`src/rtl/ldpc_iter_ctrl.sv`:
```
// ldpc_iter_ctrl: sequences LLR load, CN/VN iterations and syndrome check for one LDPC frame
module ldpc_iter_ctrl #(
  parameter int ITER_BITS = 3
) (
  input  logic                 clk,
  input  logic                 rst,
  input  logic                 start,
  input  logic [ITER_BITS-1:0] max_iter,
  input  logic                 ld_done,
  input  logic                 cn_done,
  input  logic                 vn_done,
  input  logic                 syn_ok,
  input  logic [ITER_BITS-1:0] cnt_count,
  input  logic                 cnt_stop,
  output logic                 ld_start,
  output logic                 cn_start,
  output logic                 vn_start,
  output logic                 cnt_en,
  output logic                 cnt_rst,
  output logic [ITER_BITS-1:0] cnt_stop_val,
  output logic                 busy,
  output logic                 done,
  output logic                 success,
  output logic [ITER_BITS-1:0] iters_used
);
  typedef enum logic [2:0] {IDLE, LOAD, CN, VN, CHECK, DONE} state_t;
  state_t state_q, state_d;
  logic ld_start_q, ld_start_d, cn_start_q, cn_start_d, vn_start_q, vn_start_d;
  logic cnt_en_q, cnt_en_d, cnt_rst_q, cnt_rst_d, busy_q, busy_d;
  logic done_q, done_d, success_q, success_d;
  logic [ITER_BITS-1:0] stop_val_q, stop_val_d, iters_q, iters_d;
  always_comb begin
    state_d    = state_q;
    ld_start_d = 1'b0;
    cn_start_d = 1'b0;
    vn_start_d = 1'b0;
    cnt_en_d   = 1'b0;
    cnt_rst_d  = 1'b0;
    done_d     = 1'b0;
    busy_d     = busy_q;
    success_d  = success_q;
    iters_d    = iters_q;
    stop_val_d = stop_val_q;
    case (state_q)
      IDLE: if (start) begin
        state_d    = LOAD;
        ld_start_d = 1'b1;
        cnt_rst_d  = 1'b1;
        busy_d     = 1'b1;
        success_d  = 1'b0;
        iters_d    = '0;
        stop_val_d = (max_iter == '0) ? '0 : max_iter - 1'b1;
      end
      LOAD: if (ld_done) begin
        state_d    = CN;
        cn_start_d = 1'b1;
      end
      CN: if (cn_done) begin
        state_d    = VN;
        vn_start_d = 1'b1;
      end
      VN: if (vn_done) state_d = CHECK;
      CHECK: if (syn_ok || cnt_stop) begin
        state_d   = DONE;
        success_d = syn_ok;
        iters_d   = cnt_count + 1'b1;
      end else begin
        state_d    = CN;
        cnt_en_d   = 1'b1;
        cn_start_d = 1'b1;
      end
      DONE: begin
        state_d = IDLE;
        done_d  = 1'b1;
        busy_d  = 1'b0;
      end
      default: state_d = IDLE;
    endcase
  end
  always_ff @(posedge clk) begin
    if (rst) begin
      state_q    <= IDLE;
      ld_start_q <= 1'b0;
      cn_start_q <= 1'b0;
      vn_start_q <= 1'b0;
      cnt_en_q   <= 1'b0;
      cnt_rst_q  <= 1'b0;
      busy_q     <= 1'b0;
      done_q     <= 1'b0;
      success_q  <= 1'b0;
      iters_q    <= '0;
      stop_val_q <= '0;
    end else begin
      state_q    <= state_d;
      ld_start_q <= ld_start_d;
      cn_start_q <= cn_start_d;
      vn_start_q <= vn_start_d;
      cnt_en_q   <= cnt_en_d;
      cnt_rst_q  <= cnt_rst_d;
      busy_q     <= busy_d;
      done_q     <= done_d;
      success_q  <= success_d;
      iters_q    <= iters_d;
      stop_val_q <= stop_val_d;
    end
  end
  assign ld_start     = ld_start_q;
  assign cn_start     = cn_start_q;
  assign vn_start     = vn_start_q;
  assign cnt_en       = cnt_en_q;
  assign cnt_rst      = cnt_rst_q;
  assign cnt_stop_val = stop_val_q;
  assign busy         = busy_q;
  assign done         = done_q;
  assign success      = success_q;
  assign iters_used   = iters_q;
endmodule

```
`config.mk`:
```
export PLATFORM = sky130hd
export DESIGN_NAME = ldpc_iter_ctrl
export DESIGN_NICKNAME = d
export VERILOG_FILES = /design/src/rtl/ldpc_iter_ctrl.sv
export SDC_FILE = /design/constraint.sdc
export NUM_CORES = 1
export LEC_CHECK = 0
export BUFFER_PORTS_ARGS = -buffer_cell sky130_fd_sc_hd__buf_2
export CAP_MARGIN = 20
export CELL_PAD_IN_SITES_DETAIL_PLACEMENT = 1
export CELL_PAD_IN_SITES_GLOBAL_PLACEMENT = 1
export CORE_MARGIN = 2
export CORE_UTILIZATION = 38
export DETAILED_ROUTE_END_ITERATION = 8
export PLACE_DENSITY_LB_ADDON = 0.1
export SKIP_CTS_REPAIR_TIMING = 1
export SYNTH_ARGS = -nofsm -noshare
export SYNTH_HDL_FRONTEND = slang
export SYNTH_SLANG_ARGS = --single-unit
```
`constraint.sdc`:
```
create_clock -name clk -period 2.4 [get_ports clk]
set_clock_uncertainty 0.2 [all_clocks]
set_input_delay 0.48 -clock clk [delete_from_list [all_inputs] [get_ports clk]]
set_output_delay 0.48 -clock clk [all_outputs]
set_load 0.01 [all_outputs]
```
==> summary.txt, run 1 <==
Hold path
  – Hold WC Path Type: in2reg
  – Hold_sp: syn_ok
  – Hold path depth: 3

Layout
  – Share of post-route cells with drive strength above 1: 32.7%
  – P&R area growth vs syn: 19.2%
  – Most common cell after layout, fill and taps aside: buf_2
  – ANT cells: 0
  – Most frequent cells in the layout: 27 x buf_2, 16 x dfxtp_1, 7 x nor2_1, 7 x nand2b_1, 6 x mux2i_1
  – Nets: 129

Timing
  – Crit path time final: 1.80 ns
  – Final hold violation count: 0
  – Max frequency: 557 MHz
  – Max_slew headroom: 59.2%
  – Sum Neg Setup Slack: 0 ns
  – Endpoints failing setup: 0
  – Hold WS: 0.268 ns
  – Final period utilization: 74.9%
  – Slew at the pin closest to its max-slew limit: 0.611 ns
  – RSZ-0062 raised after global routing: false
  – Slew Viols, Final: 0

Logic synthesis
  – Asr flop ratio synth: 0%
  – Seq/Total Area, Yosys: 38.3%
  – Main synth FF type: dfxtp_1
  – Mapped Cells: 85
  – Synth cell types: 34
  – Post-Syn Area: 836 um^2
  – Synthesized Nets: 102
  – Synth warn: 0
  – FF+latch count, synth: 16
  – Post-synth EDFFs: 0
  – Average footprint of a synthesized cell: 9.83 um^2

Routing
  – Via density per instance: 5.15
  – Post-DRT Antenna Nets: 0
  – Initial DRC Count: 5
  – DRT Pass-1 Iters: 4
  – Total wire length: 1.76 mm
  – Via count: 706
  – Residual DRC: 0
  – Routed length per instance: 12.8 um

Die
  – Initial Utilization: 41.3%
  – I/O Pins: 28
  – Core Rows: 16
  – Core area: 2020 um^2
  – Die width: 50.9 um
  – Die Y-Extent: 50.9 um
  – Die footprint: 2590 um^2

Pwr
  – Leakage: 0.000438 uW
  – Final Power: 739 uW
  – Gate power share: 31.9%
  – Clock network power share: 18.8%
  – Max VDD drop: 0.000336 V
  – NetSw: 258 uW
  – Internal: 481 uW
  – Pwr/cell area: 742 nW/um^2
  – Net Sw Frac: 35.0%
  – Seq pwr share: 49.2%

Worst setup path
  – R2R cell count: 3
  – CP Launch Type: flop
  – Setup slack, reg-to-reg: 0.60 ns
  – Crit path kind: reg2reg
  – Peak fanout along the critical path: 12
  – Reg-to-Reg Start: state_q[2]
  – WP data required: 2.41 ns
  – Setup crit start: state_q[2]
  – Crit. End Element: flop
  – Worst EP arrival: 1.81 ns

Run
  – Maximum capacitance violations: 0

Global routing
  – Global-route usage over all layers: 15.0%
  – Initial antenna violation count: 0
  – Total grt overflow: 0
  – Global-route wire length before repair: 2.92 mm
  – Vias in the first global route: 654
  – Largest net degree at the start of global routing: 18

Clock network
  – CTS tree: yes
  – CTS Buf Count: 3
  – Clock Latency Late Sink: 0.28 ns
  – Clock sink total: 16
  – Clock buffer depth: 2
  – Worst-path clk slew: 0.09 ns
  – Htree depth: 1
  – Clk root buf: clkbuf_4

Placement
  – Half-perimeter wire length after placement: 1.38 mm
  – Gpl congestion: 0.816
  – IO Port Bufs: 27

Status
  – Status: finished clean
==> path summary, 6_finish.rpt <==
check,endpoint
min reg2reg,iters_used[0]
min,success
max reg2reg,iters_used[2]
max,iters_used[2]
==> final cells by class <==
type	count	area, um^2
fillers	264	1030
multi-input cells	60	469
flip-flops and latches	16	320
repair buffers	27	135
well taps	27	33.8
clock buffers	3	22.5
inverters	4	15.0
==> synth_stat cells, types with 2 or more instances <==
cell type / number / area (um^2)
buf_4: 3 / 22.5
o21ai_0: 3 / 15.0
nor3b_1: 2 / 15.0
nor4b_1: 2 / 17.5
nor2b_1: 2 / 12.5
dfxtp_1: 16 / 320
nor3_1: 2 / 10.0
o21bai_1: 2 / 15.0
nand2_1: 5 / 18.8
nand2b_1: 7 / 43.8
nor2_1: 7 / 26.3
ha_1: 3 / 37.5
and2_1: 2 / 12.5
inv_1: 4 / 15.0
mux2i_1: 6 / 60.1
==> cell families (layout without fill, tap and decap cells) <==
kind of cell | Yosys count | after routing | share of synthesized area, %
fa+ha+maj | 3 | 3 | 4.49
flops | 16 | 16 | 38.3
buf+inv | 9 | 34 | 5.54
simple gates | 36 | 36 | 27.8
xor+xnor | 1 | 1 | 1.05
compound gates | 13 | 13 | 14.2
mux | 7 | 7 | 8.53
==> metal layers <==
layer	wire (um)	vias to the layer above	track usage, %
met5	0	-	0
met4	11	0	5.41
met3	105	2	3.22
met2	863	17	24.2
met1	777	338	19.5
li1	-	349	-
==> worst max-delay path, stage by stage, from the launching register on <==
cell	delay, ns
dfxtp_1	0.62
nor2_1	0.15
a2111oi_4	0.51
mux2i_1	0.24
==> registers in the layout, summed over array words and instances (netlist names) <==
| signal | flops |
|---|---|
| cnt_stop_val | 3 |
| iters_used | 3 |
| state_q | 3 |
| busy | 1 |
| cn_start | 1 |
| cnt_en | 1 |
| cnt_rst | 1 |
| done | 1 |
| success | 1 |
| vn_start | 1 |
==> power groups by stage <==
stage,clock [uW],sequential (uW),combinational (uW)
5_1_grt,154,372,262
3_3_place_gp,0,367,237
6_report,139,364,236
4_1_cts,148,365,241
3_5_place_dp,0,370,240
2_1_floorplan,0,345,207
==> metrics by stage <==
| stage | cell area [um^2] | setup slack, ns | utilization, % | instances |
|---|---|---|---|---|
| after floorplan | 836 | 0.904 | - | 85 |
| after global placement | 973 | 0.677 | 48.1 | 134 |
| after detailed placement | 973 | 0.627 | 48.1 | 134 |
| after CTS | 996 | 0.588 | 49.3 | 137 |
| after global routing | 996 | 0.474 | 49.3 | 137 |
| final | 996 | 0.603 | 49.3 | 137 |
Power figures use the tool's default switching activity.
==> inputs of run 2 (changes only) <==
- ABC_AREA: default -> 1
- CORE_UTILIZATION: 38 -> 30
- clock period: 2.4 -> 1.6 ns (I/O delays scaled with it)
==> summary.txt, run 2 <==
Timing
  – Endpoints failing setup: 0 (unchanged)
  – Final hold violation count: 0 (unchanged)
  – RSZ-0062 raised after global routing: false (unchanged)
  – Max frequency: 687 MHz (was 557 MHz)
  – Crit path time final: 1.46 ns (was 1.80 ns)
  – Slew at the pin closest to its max-slew limit: 0.273 ns (was 0.611 ns)
  – Slew Viols, Final: 0 (unchanged)
  – Sum Neg Setup Slack: 0 ns (unchanged)
  – Max_slew headroom: 81.8% (was 59.2%)
  – Hold WS: 0.0640 ns (was 0.268 ns)
  – Final period utilization: 91.0% (was 74.9%)

Logic synthesis
  – Synth area leader: dfxtp_1 (unchanged)
  – Post-synth EDFFs: 0 (unchanged)
  – Asr flop ratio synth: 0% (unchanged)
  – Main synth FF type: dfxtp_1 (unchanged)
  – Synth warn: 0 (unchanged)
  – Post-Syn Area: 802 um^2 (was 836 um^2)
  – Mapped Cells: 109 (was 85)
  – Seq/Total Area, Yosys: 39.9% (was 38.3%)
  – Commonest cells in the synthesized netlist: 16 x dfxtp_1, 16 x nand2_1, 16 x nor2_1, 14 x inv_1, 6 x nand3_1 (was 16 x dfxtp_1, 7 x nand2b_1, 7 x nor2_1, 6 x mux2i_1, 5 x nand2_1)
  – Synth cell types: 23 (was 34)
  – Synthesized Nets: 126 (was 102)
  – Top cells by area, synth: dfxtp_1 40%, nand2_1 7.5%, nor2_1 7.5% (was dfxtp_1 38%, mux2i_1 7.2%, nand2b_1 5.2%)
  – Average footprint of a synthesized cell: 7.36 um^2 (was 9.83 um^2)
  – Yosys top cell area share: 39.9% (was 38.3%)
  – FF+latch count, synth: 16 (unchanged)

Layout
  – Share of post-route cells with drive strength above 1: 38.0% (was 32.7%)
  – Most frequent cells in the layout: 27 x buf_2, 16 x nor2_1, 16 x nand2_1, 15 x dfxtp_1, 14 x inv_1 (was 27 x buf_2, 16 x dfxtp_1, 7 x nor2_1, 7 x nand2b_1, 6 x mux2i_1)
  – P&R area growth vs syn: 23.7% (was 19.2%)
  – Most common cell after layout, fill and taps aside: buf_2 (unchanged)
  – ANT cells: 0 (unchanged)
  – Nets: 155 (was 129)
  – Final Non-Filler Cells: 167 (was 137)
  – # fillers: 327 (was 264)

Routing
  – Total wire length: 1.87 mm (was 1.76 mm)
  – Via density per instance: 4.54 (was 5.15)
  – Initial DRC Count: 5 (unchanged)
  – Routed length per instance: 11.2 um (was 12.8 um)
  – Post-DRT Antenna Nets: 0 (unchanged)
  – Via count: 758 (was 706)
  – DRT Pass-1 Iters: 3 (was 4)
  – Residual DRC: 0 (unchanged)

Placement
  – Gpl congestion: 0.751 (was 0.816)
  – IO Port Bufs: 27 (unchanged)
  – Placed cell count: 163 (was 134)
  – Half-perimeter wire length after placement: 1.50 mm (was 1.38 mm)

Clock network
  – CTS Buf Count: 3 (unchanged)
  – Clk root buf: clkbuf_4 (unchanged)
  – Clock sink total: 16 (unchanged)
  – Worst-path clk slew: 0.10 ns (was 0.09 ns)
  – Htree depth: 1 (unchanged)
  – Clock buffer depth: 2 (unchanged)
  – CTS tree: yes (unchanged)
  – Clock Latency Late Sink: 0.29 ns (was 0.28 ns)

Worst setup path
  – Crit. End Element: flop (unchanged)
  – Worst EP arrival: 1.45 ns (was 1.81 ns)
  – CP Launch Type: flop (unchanged)
  – WP data required: 1.60 ns (was 2.41 ns)
  – Peak fanout along the critical path: 6 (was 12)
  – Crit path kind: reg2reg (unchanged)

Pwr
  – Net Sw Frac: 40.3% (was 35.0%)
  – Leakage: 0.000529 uW (was 0.000438 uW)
  – NetSw: 559 uW (was 258 uW)
  – Max VDD drop: 0.000677 V (was 0.000336 V)
  – Final Power: 1390 uW (was 739 uW)
  – Seq pwr share: 40.7% (was 49.2%)
  – Pwr/cell area: 1400 nW/um^2 (was 742 nW/um^2)
  – Internal: 829 uW (was 481 uW)
  – Gate power share: 39.2% (was 31.9%)
  – Clock network power share: 20.0% (was 18.8%)

Global routing
  – Initial antenna violation count: 0 (unchanged)
  – Global-route wire length before repair: 3.39 mm (was 2.92 mm)
  – Largest net degree at the start of global routing: 10 (was 18)
  – Global-route usage over all layers: 13.8% (was 15.0%)
  – Total grt overflow: 0 (unchanged)
  – Vias in the first global route: 799 (was 654)

Die
  – Core Rows: 18 (was 16)
  – Die footprint: 3100 um^2 (was 2590 um^2)
  – Die width: 55.7 um (was 50.9 um)
  – Core area: 2500 um^2 (was 2020 um^2)
  – I/O Pins: 28 (unchanged)
  – Initial Utilization: 32.1% (was 41.3%)
  – Die Y-Extent: 55.7 um (was 50.9 um)

Run
  – Maximum capacitance violations: 0 (unchanged)

Status
  – Status: finished clean (unchanged)

Hold path
  – Hold WC Path Type: in2reg (unchanged)
==> run 2: logic make-up after synthesis <==
logic type      after synthesis  synth area share [%]
xor+xnor                      1                  1.09
compound gates               13                  9.36
flops                        16                  39.9
buf+inv                      21                  10.9
simple gates                 55                  34.0
fa+ha+maj                     3                  4.68
==> run 2: area by class of cell <==
class / count / area, um^2 / area share (%)
timing repair buffer: 27 / 135 / 13.6
tap: 30 / 37.5 / 3.78
inverter: 18 / 67.6 / 6.81
sequential: 16 / 322 / 32.4
multi-input combinational: 72 / 394 / 39.7
clock buffer: 4 / 36.3 / 3.66
==> run 2: final timing paths <==
check,slack [ns],start,to,cells after the start
worst max-delay path,0.14,state_q[0],iters_used[1],6
worst min register to register,0.27,iters_used[2],iters_used[2],2
worst min-delay path,0.06,cn_done,vn_start,3
worst max register to register,0.14,state_q[0],iters_used[1],6
==> run 2: power by group through the flow <==
stage               combinational (uW)  sequential [uW]  clock (uW)
floorplan                          406              570           0
global placement                   536              572           0
detailed placement                 551              574           0
CTS                                559              565         286
global route                       618              585         306
finish                             545              566         278
==> run 2: per-stage QoR <==
stage / setup slack (ns) / instance area (um^2) / util (%)
5_1_grt: 0.0234 / 992 / 39.7
3_5_place_dp: 0.144 / 955 / 38.2
4_1_cts: 0.118 / 991 / 39.6
3_3_place_gp: 0.156 / 955 / 38.2
6_report: 0.144 / 992 / 39.7
2_1_floorplan: 0.300 / 802 / -
==> run 2: metal layers <==
layer	share of wire, %	track usage [%]	vias to the layer above	wire length (um)
li1	-	-	390	-
met3	6.1	4.42	2	115
met5	0	0	-	0
met1	42	16.1	346	795
met2	51	24.3	20	946
met4	0.75	3.14	0	14
==> run 2: critical path, cell delays in order, from the launching register on <==
cell	delay, ns
dfxtp_1	0.40
nor2_4	0.18
nand3_2	0.17
inv_2	0.15
nor2_4	0.06
a21oi_1	0.14
nor2_1	0.06
